[src/rtl/serial_pkg.sv]
// -----------------------------------------------------------------------------
// serial_pkg
// Shared constants for the serial character receiver: FSM state encodings,
// default bit period and 8N1 frame constants.
// -----------------------------------------------------------------------------
package serial_pkg;

    localparam int unsigned CLKS_PER_BIT_DEF = 16;
    localparam int unsigned DATA_BITS        = 8;
    localparam logic        STOP_LEVEL       = 1'b1;

    localparam logic [2:0] S_IDLE  = 3'd0;
    localparam logic [2:0] S_START = 3'd1;
    localparam logic [2:0] S_DATA  = 3'd2;
    localparam logic [2:0] S_STOP  = 3'd3;
    localparam logic [2:0] S_BREAK = 3'd4;

endpackage

[src/rtl/serial_char_rx_if.sv]
// -----------------------------------------------------------------------------
// serial_char_rx_if
// Serial line and character bus of the receiver.
//   rxd         : asynchronous serial line, idle high
//   ascii       : last good character, held
//   ascii_valid : one-cycle strobe, ascii just updated
//   frame_err   : one-cycle strobe, stop bit sampled low
//   busy        : receiver not idle
// master = receiver side, slave = line driver / character consumer.
// -----------------------------------------------------------------------------
interface serial_char_rx_if;
    import serial_pkg::*;

    logic                 rxd;
    logic [DATA_BITS-1:0] ascii;
    logic                 ascii_valid;
    logic                 frame_err;
    logic                 busy;

    modport master (
        input  rxd,
        output ascii,
        output ascii_valid,
        output frame_err,
        output busy
    );

    modport slave (
        output rxd,
        input  ascii,
        input  ascii_valid,
        input  frame_err,
        input  busy
    );

endinterface

[src/rtl/serial_char_rx_sync2.sv]
// -----------------------------------------------------------------------------
// sync2
// Generic two-flop synchroniser for an asynchronous single-bit input.
//   clk       : destination clock
//   rst       : synchronous active-low reset, flops load RESET_VAL
//   i_d       : asynchronous input
//   o_q       : synchronised output (2-cycle latency)
// -----------------------------------------------------------------------------
module sync2 #(
    parameter logic RESET_VAL = 1'b1
) (
    input  logic clk,
    input  logic rst,
    input  logic i_d,
    output logic o_q
);

    logic r_meta;
    logic r_q;

    always_ff @(posedge clk) begin
        if (!rst) begin
            r_meta <= RESET_VAL;
            r_q    <= RESET_VAL;
        end else begin
            r_meta <= i_d;
            r_q    <= r_meta;
        end
    end

    assign o_q = r_q;

endmodule

[src/rtl/serial_char_rx.sv]
// -----------------------------------------------------------------------------
// serial_char_rx
// 8N1 serial receiver feeding the keyword detector. Good frames update the
// held ascii byte with a one-cycle ascii_valid strobe; a low stop bit gives a
// one-cycle frame_err strobe and the line must return high before the next
// frame is accepted.
//   clk  : system clock
//   rst  : synchronous active-low reset
//   bus  : serial_char_rx_if.master (rxd in; ascii, ascii_valid, frame_err,
//          busy out)
// -----------------------------------------------------------------------------
module serial_char_rx
    import serial_pkg::*;
#(
    parameter int unsigned CLKS_PER_BIT = CLKS_PER_BIT_DEF
) (
    input  logic            clk,
    input  logic            rst,
    serial_char_rx_if.master bus
);

    localparam int unsigned          CNT_W    = $clog2(CLKS_PER_BIT);
    localparam logic [CNT_W-1:0]     CNT_HALF = CNT_W'(CLKS_PER_BIT / 2 - 1);
    localparam logic [CNT_W-1:0]     CNT_FULL = CNT_W'(CLKS_PER_BIT - 1);

    logic                 w_rxd_s;
    logic [2:0]           r_state;
    logic [CNT_W-1:0]     r_cnt;
    logic [2:0]           r_idx;
    logic [DATA_BITS-1:0] r_shift;
    logic [DATA_BITS-1:0] r_ascii;
    logic                 r_valid;
    logic                 r_ferr;
    logic                 r_stop_hit;
    logic                 r_stop_bit;

    sync2 #(.RESET_VAL(1'b1)) u_sync (
        .clk (clk),
        .rst (rst),
        .i_d (bus.rxd),
        .o_q (w_rxd_s)
    );

    always_ff @(posedge clk) begin
        if (!rst) begin
            r_state    <= S_IDLE;
            r_cnt      <= '0;
            r_idx      <= '0;
            r_shift    <= '0;
            r_ascii    <= '0;
            r_valid    <= 1'b0;
            r_ferr     <= 1'b0;
            r_stop_hit <= 1'b0;
            r_stop_bit <= 1'b1;
        end else begin
            r_valid    <= 1'b0;
            r_ferr     <= 1'b0;
            r_stop_hit <= 1'b0;

            // Outputs are registered one edge after the stop sample, so the
            // FSM is already back in IDLE (or BREAK) when the strobe appears.
            if (r_stop_hit) begin
                if (r_stop_bit == STOP_LEVEL) begin
                    r_ascii <= r_shift;
                    r_valid <= 1'b1;
                end else begin
                    r_ferr  <= 1'b1;
                end
            end

            case (r_state)
                S_IDLE: begin
                    if (!w_rxd_s) begin
                        r_state <= S_START;
                        r_cnt   <= '0;
                    end
                end
                S_START: begin
                    if (r_cnt == CNT_HALF) begin
                        if (!w_rxd_s) begin
                            r_state <= S_DATA;
                            r_cnt   <= '0;
                            r_idx   <= '0;
                        end else begin
                            r_state <= S_IDLE;
                        end
                    end else begin
                        r_cnt <= r_cnt + 1'b1;
                    end
                end
                S_DATA: begin
                    if (r_cnt == CNT_FULL) begin
                        r_shift[r_idx] <= w_rxd_s;
                        r_cnt          <= '0;
                        r_idx          <= r_idx + 3'd1;
                        if (r_idx == 3'd7) begin
                            r_state <= S_STOP;
                        end
                    end else begin
                        r_cnt <= r_cnt + 1'b1;
                    end
                end
                S_STOP: begin
                    if (r_cnt == CNT_FULL) begin
                        r_stop_hit <= 1'b1;
                        r_stop_bit <= w_rxd_s;
                        r_cnt      <= '0;
                        r_state    <= (w_rxd_s == STOP_LEVEL) ? S_IDLE : S_BREAK;
                    end else begin
                        r_cnt <= r_cnt + 1'b1;
                    end
                end
                S_BREAK: begin
                    // A held-low line yields a single frame_err, not a stream
                    // of zero-byte frames.
                    if (w_rxd_s) begin
                        r_state <= S_IDLE;
                    end
                end
                default: begin
                    r_state <= S_IDLE;
                end
            endcase
        end
    end

    assign bus.ascii       = r_ascii;
    assign bus.ascii_valid = r_valid;
    assign bus.frame_err   = r_ferr;
    assign bus.busy        = (r_state != S_IDLE);

endmodule

[src/flat_wrapper.sv]
// flat-port wrapper written by rule: the top's interface ports become plain ports
module serial_char_rx_flat import serial_pkg::*;
#(
    parameter int unsigned CLKS_PER_BIT = CLKS_PER_BIT_DEF
)
  (clk, rst, bus_rxd, bus_ascii, bus_ascii_valid, bus_frame_err, bus_busy);
  serial_char_rx_if bus_i ();
  input  logic clk;
  input  logic rst;
  input wire logic [$bits(bus_i.rxd)-1:0] bus_rxd;
  output wire logic [$bits(bus_i.ascii)-1:0] bus_ascii;
  output wire logic [$bits(bus_i.ascii_valid)-1:0] bus_ascii_valid;
  output wire logic [$bits(bus_i.frame_err)-1:0] bus_frame_err;
  output wire logic [$bits(bus_i.busy)-1:0] bus_busy;
  assign bus_i.rxd = bus_rxd;
  assign bus_ascii = bus_i.ascii;
  assign bus_ascii_valid = bus_i.ascii_valid;
  assign bus_frame_err = bus_i.frame_err;
  assign bus_busy = bus_i.busy;
  serial_char_rx #(.CLKS_PER_BIT(CLKS_PER_BIT)) u_core (.clk(clk), .rst(rst), .bus(bus_i));
endmodule
[config.mk]
export PLATFORM = sky130hd
export DESIGN_NAME = serial_char_rx_flat
export DESIGN_NICKNAME = d
export VERILOG_FILES = /design/src/rtl/serial_pkg.sv /design/src/rtl/serial_char_rx_if.sv /design/src/rtl/serial_char_rx_sync2.sv /design/src/rtl/serial_char_rx.sv /design/src/flat_wrapper.sv
export SDC_FILE = /design/constraint.sdc
export NUM_CORES = 1
export LEC_CHECK = 0
export CAP_MARGIN = 20
export CORE_MARGIN = 2
export CORE_UTILIZATION = 55
export DETAILED_ROUTE_END_ITERATION = 6
export GPL_TIMING_DRIVEN = 1
export HOLD_SLACK_MARGIN = 0.06
export PLACE_DENSITY = 0.77
export SLEW_MARGIN = 20
export SYNTH_ARGS = -nofsm -noshare
export SYNTH_HDL_FRONTEND = slang
export SYNTH_HIERARCHICAL = 1
export SYNTH_SLANG_ARGS = --single-unit
[constraint.sdc]
create_clock -name clk -period 2.06 [get_ports clk]
set_input_delay 0.309 -clock clk [delete_from_list [all_inputs] [get_ports clk]]
set_output_delay 0.309 -clock clk [all_outputs]
set_load 0.01 [all_outputs]
# Word-level counts from Yosys, hierarchy flattened
# Index checks and enable logic that the tools add are counted.
# Widths: inputs -> output; s select.
# totals
ff_bits,32
in_bits,3
output_inout_bits,11
wordCells,65
# op_classes
n_addsub,2
n_lt_le_gt_ge,2
n_eq_ne,14
muxes,23
n_reduce_logical,13
# ops
operator,count
$mux 3,10
$pmux 3 s5,1
$mux 4,3
$pmux 4 s3,1
$reduce_and 2->1,5
$bwmux 8,1
$ne 2x1->1 const B,4
$eq 3x2->1 const B,2
$eq 3x3->1 const B,2
$ne 2x2->1 const B,3
$pmux 3 s2,1
$reduce_and 6->1,1
$reduce_bool 3->1,2
$add 4x1->4 const B,1
$eq 4x3->1 const B,1
$eq 4x4->1 const B,1
$lt 3x4->1 const B,1
$mux 1,4
$reduce_and 4->1,1
$add 3x1->3 const B,1
$demux 1 s3,1
$eq 3x1->1 const B,1
$ge 3x1->1 const B,1
$logic_not 3->1,1
4 further kinds,4

# Logic depth before layout (Yosys ltp)
# Gate-level depths: netlist of the first run.
# logic_depth
word_depth,5
depth_mapped,6
ltp_nobuf,6

# Modules after synthesis
# Netlist of the first run, hierarchy kept.
# modules_own_cells
module,instances,cells_each,area_each_um2,seq_area_each_um2
serial_char_rx,1,159,1402.6,600.6
sync2,1,4,52.6,40.0

# Worst setup path after synthesis of the first run
# Ideal clock, no wire load.
# synth_path
path_kind,register to register
start,register u_core.r_cnt[0]
end,register u_core.r_cnt[3]
setup_time_ns,0.115
arrival_time_ns,1.322
required_ns,1.945
slack_ns,0.623
stages_incl_launch_ff,6
n_path_buf,0
period_less_slack_ns,1.437
cell_sequence,dfxtp_1 > ha_1 > nand3_2 > a32oi_2 > o22ai_1 > and2_1
# synth_via
elab_chain_cells,3
elab_cells_between_ends,6
cone_classes,add/sub: 1; eq/ne: 2; mux: 3
# synth_rtl
item,line_no,source
"start, declared",serial_char_rx.sv:28,logic [CNT_W-1:0] r_cnt;
"start signal, assigned",serial_char_rx.sv:88,r_cnt <= r_cnt + 1'b1;
"start signal, assigned",serial_char_rx.sv:100,r_cnt <= r_cnt + 1'b1;
"start signal, assigned",serial_char_rx.sv:110,r_cnt <= r_cnt + 1'b1;
"$add 4x1->4, or another cell as far along","serial_char_rx.sv:88, serial_char_rx.sv:100, serial_char_rx.sv:110",
$mux 4 (on tied branches),"serial_char_rx.sv:92, serial_char_rx.sv:104, serial_char_rx.sv:79",
$pmux 4 s3 (*),serial_char_rx.sv:71,case (r_state)
# Mark *: on every way between the ends. The rest lies on a longest branch, timed or not.
# A chain may end at the register's enable or synchronous reset.

# Final worst setup path of the first run
# layout_path
start,register u_core.r_state[2]
end,output port bus_busy
# layout_via
elab_chain_cells,1
# layout_rtl
item,line_no,source
"start, declared",serial_char_rx.sv:27,logic [2:0] r_state;
"start signal, assigned",serial_char_rx.sv:108,r_state <= (w_rxd_s == STOP_LEVEL) ? S_IDLE : S_BREAK;
$reduce_bool 3->1,serial_char_rx.sv:130,assign bus.busy = (r_state != S_IDLE);
"end, declared",flat_wrapper.sv:14,output wire logic [$bits(bus_i.busy)-1:0] bus_busy;
# Every way passes these cells.

==> metrics.yaml, run 1 <==
status:
  status: "complete, no violations"
yosys:
  syn_area_mm2: 0.00146
  ys_seq_area_frac: 0.440
  yosys_warnings: 6
  synth_top_family_by_area: "simple AND/OR/NAND/NOR gates"
  muxShareOfSynthArea: 0.0757
  synthCells: 163
  synthFlopType: "dfxtp_1"
  synthArstFlopShare: 0
  syn-num-nets: 169
  synth_top_area_frac: 0.440
  synthAdderAreaFrac: 0.0258
  yosys-top-cells-area: "dfxtp_1, nand2_1, mux2i_1, nand3_1, a21boi_0"
  synth_xor_area_frac: 0
  synth-simple-area-share: 0.279
  synth-edff-count: 0
  synth-seq-cells: 32
  synth-compound-area-share: 0.122
  synth_cell_type_count: 33
  syn_area_per_cell_um2: 8.93
  yosysTopAreaCell: "dfxtp_1"
route:
  wire_per_inst_um: 12.9
  ant_nets: 0
  drt-initial-drc-count: 15
  vias_per_cell: 5.54
  drc: 0
  dr.pass1.iters: 4
  vias: 1141
  drt-total-wl_mm: 2.66
setup_path:
  startpoint: "u_core/r_state[2]"
  critPathMaxStageDelay_ns: 0.53
  crit_cells: 3
  critPathLaunchType: "register"
  worstPathRequired_ns: 1.75
  reg2reg_depth: 5
  arrival_ns: 1.59
  crit_type: "reg2out"
  setup.worst_path.end_class: "primary output"
  cp_cell_sequence: "inv_1 -> nand2_1 -> clkdlybuf4s50_1"
  ff2ff_setup_slack_ns: 0.41
  cp.buffers_inverters: 2
  crit_family: "buffers and inverters"
  crit_path_end: "bus_busy"
  cpMaxStageDelayCell: "dfxtp_1"
  rr_endpoint: "u_core/r_state[1]"
  worstPathMaxFanout: 10
  rr_startpoint: "u_core/r_cnt[0]"
sta:
  setup_viol: 0
  fmax_ghz: 0.528
  tightestPinTransition_ns: 0.484
  slew_violations: 0
  finalHoldViolCount: 0
  slew_headroom: 0.677
  timing.final.crit_share: 0.920
  clock_skew_ns: 0.0102
  period_minus_slack_ns: 1.90
  fin_setup_tns_ns: 0
  grt_setup_unrepaired: "false"
floorplanning:
  die-height_um: 55.4
  die_w_um: 55.4
  core-area_mm2: 0.00250
  die-area_mm2: 0.00307
  io_pins: 14
  start_util: 0.582
  rows: 18
global_routing:
  grt_max_degree: 17
  met1_usage: 0.247
  grt_usage: 0.190
  grt.busiest_layer: "met2"
  gr-total-overflow: 0
  grt_pass1_wl_mm: 4.66
  grt_util_met2: 0.284
  grt_pass1_vias: 1035
  met3_usage: 0.0492
  antenna_found_initial: 0
clock_tree:
  cts_root_buffer: "clkbuf_4"
  numClockSinks: 32
  clockBufferDepth: 2
  clock_latency_ns: 0.32
  clk_pin_slew_ns: 0.09
  cts_buffers: 5
  cts_tree: "yes"
  post-cts-setup-buffer-count: 0
  holdBufCountCts: 0
  htree_num_levels: 2
  post_cts_resized: 0
power:
  cellLeakagePower_nw: 0.653
  power_density_mw_per_mm2: 683
  p_total_w: 0.00112
  ir_worst_vdd_v: 0.000558
worst_hold_path:
  hp-class: "reg2reg"
placement:
  gp_congestion: 0.788
  port_buffers: 13
  dp_hpwl_mm: 1.92
flow_run:
  cap_violations: 0
finish:
  area_delta_synth_final_pct: 13.1
  finish.net_count: 181
  n_antenna_cell: 0
  drive_above_1_share: 0.0909
[final cells by class]
type | count | area (µm²)
Sequential cell | 32 | 641
Clock buffer | 6 | 41.3
Fill cell | 204 | 855
Clock inverter | 2 | 35.0
Tap cell | 30 | 37.5
Timing Repair Buffer | 15 | 145
Multi-Input combinational cell | 117 | 731
Inverter | 4 | 15.0
[synthesized netlist by cell type, types with 4 or more instances]
| library cell | instances |
|---|---|
| a21oi_1 | 6 |
| clkbuf_1 | 4 |
| nor2_1 | 6 |
| o21ai_0 | 5 |
| nor2b_1 | 4 |
| a21boi_0 | 8 |
| dfxtp_1 | 32 |
| nand3_1 | 16 |
| mux2i_1 | 11 |
| nand2_1 | 32 |
| inv_1 | 4 |
[through the flow]
step	util	setup WS [ns]	instance area (µm²)	hold slack (ns)	std cells
finish	0.658	0.164	1650	0.418	206
global route	0.658	0.0506	1650	0.432	206
CTS	0.658	0.158	1650	0.422	206
detailed placement	0.628	0.419	1570	0.400	198
global placement	0.628	0.465	1570	0.391	198
floorplan	-	0.623	1460	0.382	163
[sequential cells by signal, indices dropped and copies added (netlist names)]
register,cells
u_core/bus.ascii,8
u_core/r_shift,8
u_core/r_cnt,4
u_core/r_idx,3
u_core/r_state,3
u_core/bus.ascii_valid,1
u_core/bus.frame_err,1
u_core/r_stop_bit,1
u_core/r_stop_hit,1
u_core/u_sync/o_q,1
u_core/u_sync/r_meta,1
[metal layers]
layer	vias to the layer above	wire (µm)
met4	0	63
met3	7	79
met5	-	0
li1	586	-
met2	18	1220
met1	530	1290
[power by group]
part	internal (W)	switching [W]	total (W)
clock network	0.000254	0.000204	0.000458
logic	0.0000180	0.0000204	0.0000385
registers	0.000622	0.00000458	0.000626
total	0.000894	0.000229	0.00112
[worst register-to-register path: cells and delay by family, from the launching register on]
kind                       cells  cell delay [ns]
and+or+nand+nor                2             0.33
AOI/OAI and AO/OA              2             0.53
DFF                            1             0.38
adders and majority gates      1             0.36
[how the worst min path moves through the flow]
stage | end | from | cells after the start | slack [ns]
floorplan | u_core/u_sync/o_q | rst | 1 | 0.38
global placement | u_core/u_sync/o_q | u_core/u_sync/r_meta | 1 | 0.39
detailed placement | u_core/u_sync/o_q | u_core/u_sync/r_meta | 1 | 0.40
CTS | u_core/u_sync/o_q | u_core/u_sync/r_meta | 1 | 0.42
global route | u_core/u_sync/o_q | u_core/u_sync/r_meta | 1 | 0.43
finish | u_core/u_sync/o_q | u_core/u_sync/r_meta | 1 | 0.42
[cell families (layout without fill, tap and decap cells)]
group / after synthesis / in the layout
AO/OA/AOI/OAI: 26 / 26
adder cells (fa/ha/maj): 3 / 3
AND/OR/NAND/NOR: 77 / 77
multiplexers: 11 / 11
flip-flops: 32 / 32
buffers and inverters: 14 / 27
[layout by cell type, fill, tap and decap left out, types with 4 or more instances in the layout]
cell,instances
nand2_1,32
nor2b_1,4
a21oi_1,6
nor2_1,6
inv_1,4
a21boi_0,8
clkdlybuf4s50_1,13
o21ai_0,5
mux2i_1,11
nand3_1,16
clkbuf_4,5
dfxtp_1,32
No activity file was read; power rests on OpenSTA's default activity.
==> run 2, diff against run 1 <==
--- a/config.mk
+++ b/config.mk
@@ -11,2 +11,3 @@
 export DETAILED_ROUTE_END_ITERATION = 6
+export GPL_ROUTABILITY_DRIVEN = 0
 export GPL_TIMING_DRIVEN = 1
==> constraint.sdc (replaced) <==
create_clock -name clk -period 2.06 [get_ports clk]
set_input_delay 0.618 -clock clk [delete_from_list [all_inputs] [get_ports clk]]
set_output_delay 0.618 -clock clk [all_outputs]
set_load 0.01 [all_outputs]
==> run 2 against run 1 <==
Compared with the run above: clock power fell by 21%; register-to-register slack got worse by 0.06 ns; worst setup slack improved by 0.075 ns; wire length rose by 7.2%; combinational power rose by 14%; hold slack improved by 0.0056 ns; cell count rose by 1.9%; critical path type unchanged; largest power group unchanged.
==> metrics.yaml, run 2 (synthesis gave the netlist of run 1 again) <==
finish:
  area_delta_synth_final_pct: 16.0
  layout_commonest_cell: "nand2_1"
  drive_above_1_share: 0.122
  nFillCells: 218
  n_antenna_cell: 0
  finish.net_count: 185
  final_cell_mix: "nand2_1, dfxtp_1, nand3_1, clkdlybuf4s50_1, mux2i_1"
route:
  drt-total-wl_mm: 2.85
  vias_per_cell: 5.60
  wire_per_inst_um: 13.6
  ant_nets: 0
  drc: 0
  dr.pass1.iters: 4
  drt-initial-drc-count: 36
  vias: 1175
power:
  pwr-share-comb: 0.042
  cellLeakagePower_nw: 0.691
  seq_power_share: 0.605
  ir_worst_vdd_v: 0.000514
  switching_share: 0.216
  p_int_w: 0.000810
  power_frac_clock: 0.353
  p_total_w: 0.00103
  power_density_mw_per_mm2: 612
  switching_power_w: 0.000223
clock_tree:
  numClockSinks: 32
  clk_pin_slew_ns: 0.09
  clock_latency_ns: 0.33
  cts_tree: "yes"
  cts_root_buffer: "clkbuf_4"
  cts_buffers: 5
  clockBufferDepth: 2
  htree_num_levels: 2
setup_path:
  cp.buffers_inverters: 1
  startpoint: "u_core/bus.ascii[3]"
  setup.worst_path.end_class: "primary output"
  crit_type: "reg2out"
  rr_startpoint: "u_core/r_idx[0]"
  crit_family: "buffers and inverters"
  critPathLaunchType: "register"
  critPathMaxStageDelay_ns: 0.54
  worstPathRequired_ns: 1.44
  cpMaxStageDelayCell: "clkdlybuf4s50_1"
  cp_cell_sequence: "clkdlybuf4s50_1"
  arrival_ns: 1.20
  worstPathMaxFanout: 2
flow_run:
  cap_violations: 0
floorplanning:
  die-area_mm2: 0.00307
  start_util: 0.582
  rows: 18
  die_w_um: 55.4
  core-area_mm2: 0.00250
  die-height_um: 55.4
  io_pins: 14
status:
  status: "complete, no violations"
global_routing:
  grt_pass1_vias: 1096
  grt_usage: 0.202
  grt_max_degree: 38
  gr-total-overflow: 0
  grt_pass1_wl_mm: 4.87
  antenna_found_initial: 0
sta:
  clock_skew_ns: 0.0101
  fmax_ghz: 0.549
  timing.final.crit_share: 0.884
  period_minus_slack_ns: 1.82
  grt_setup_unrepaired: "false"
  finalHoldViolCount: 0
  fin_setup_tns_ns: 0
  setup_viol: 0
  slew_headroom: 0.682
  tightestPinTransition_ns: 0.465
  slew_violations: 0
  worst_slack_ns: 0.239
placement:
  port_buffers: 13
  dp_hpwl_mm: 1.97
  dpl_worst_slack_ns: 0.242
worst_hold_path:
  holdCritStartpoint: "u_core/u_sync/r_meta"
  hp-class: "reg2reg"
run 2: final timing paths:
kind / to / slack, ns / cells after the start
setup / recovery: bus_ascii[3] / 0.24 / 1
hold / removal: u_core/u_sync/o_q / 0.42 / 1
setup reg to reg: u_core/r_state[0] / 0.35 / 6
hold reg to reg: u_core/u_sync/o_q / 0.42 / 1
run 2: cell type report:
class                      instances  area (µm²)  share of cell area
clock buffer                       8        58.8              0.0348
inverter                           4        15.0             0.00890
multi-input combinational        117         738               0.437
sequential                        32         648               0.384
tap                               30        37.5              0.0222
timing repair buffer              19         190               0.113
run 2: power groups by stage:
stage | registers (W) | logic, W | clock network [W]
6_report | 0.000625 | 0.0000437 | 0.000364
4_1_cts | 0.000625 | 0.0000409 | 0.000382
3_3_place_gp | 0.000641 | 0.0000393 | 0
2_1_floorplan | 0.000638 | 0.0000300 | 0
5_1_grt | 0.000626 | 0.0000484 | 0.000413
3_5_place_dp | 0.000641 | 0.0000404 | 0
run 2: per-layer routing:
layer | GRT usage | part of all wire | up-vias
li1 | - | - | 592
met1 | 0.249 | 0.48 | 555
met2 | 0.321 | 0.46 | 21
met3 | 0.0773 | 0.041 | 7
met4 | 0.0732 | 0.015 | 0
met5 | 0 | 0 | -
run 2: what timing repair did:
action,CTS,global route
setup buffers,0,3
hold buffers,0,0
setup endpoints to repair,1,1
resized for setup,4,3
run 2: through the flow:
stage	util	hold slack, ns	instance area, µm²	std cells
after detailed placement	0.636	0.410	1590	199
final	0.675	0.423	1690	210
after global placement	0.636	0.389	1590	199
after CTS	0.662	0.432	1660	207
after global routing	0.675	0.436	1690	210
after floorplan	-	0.386	1460	163
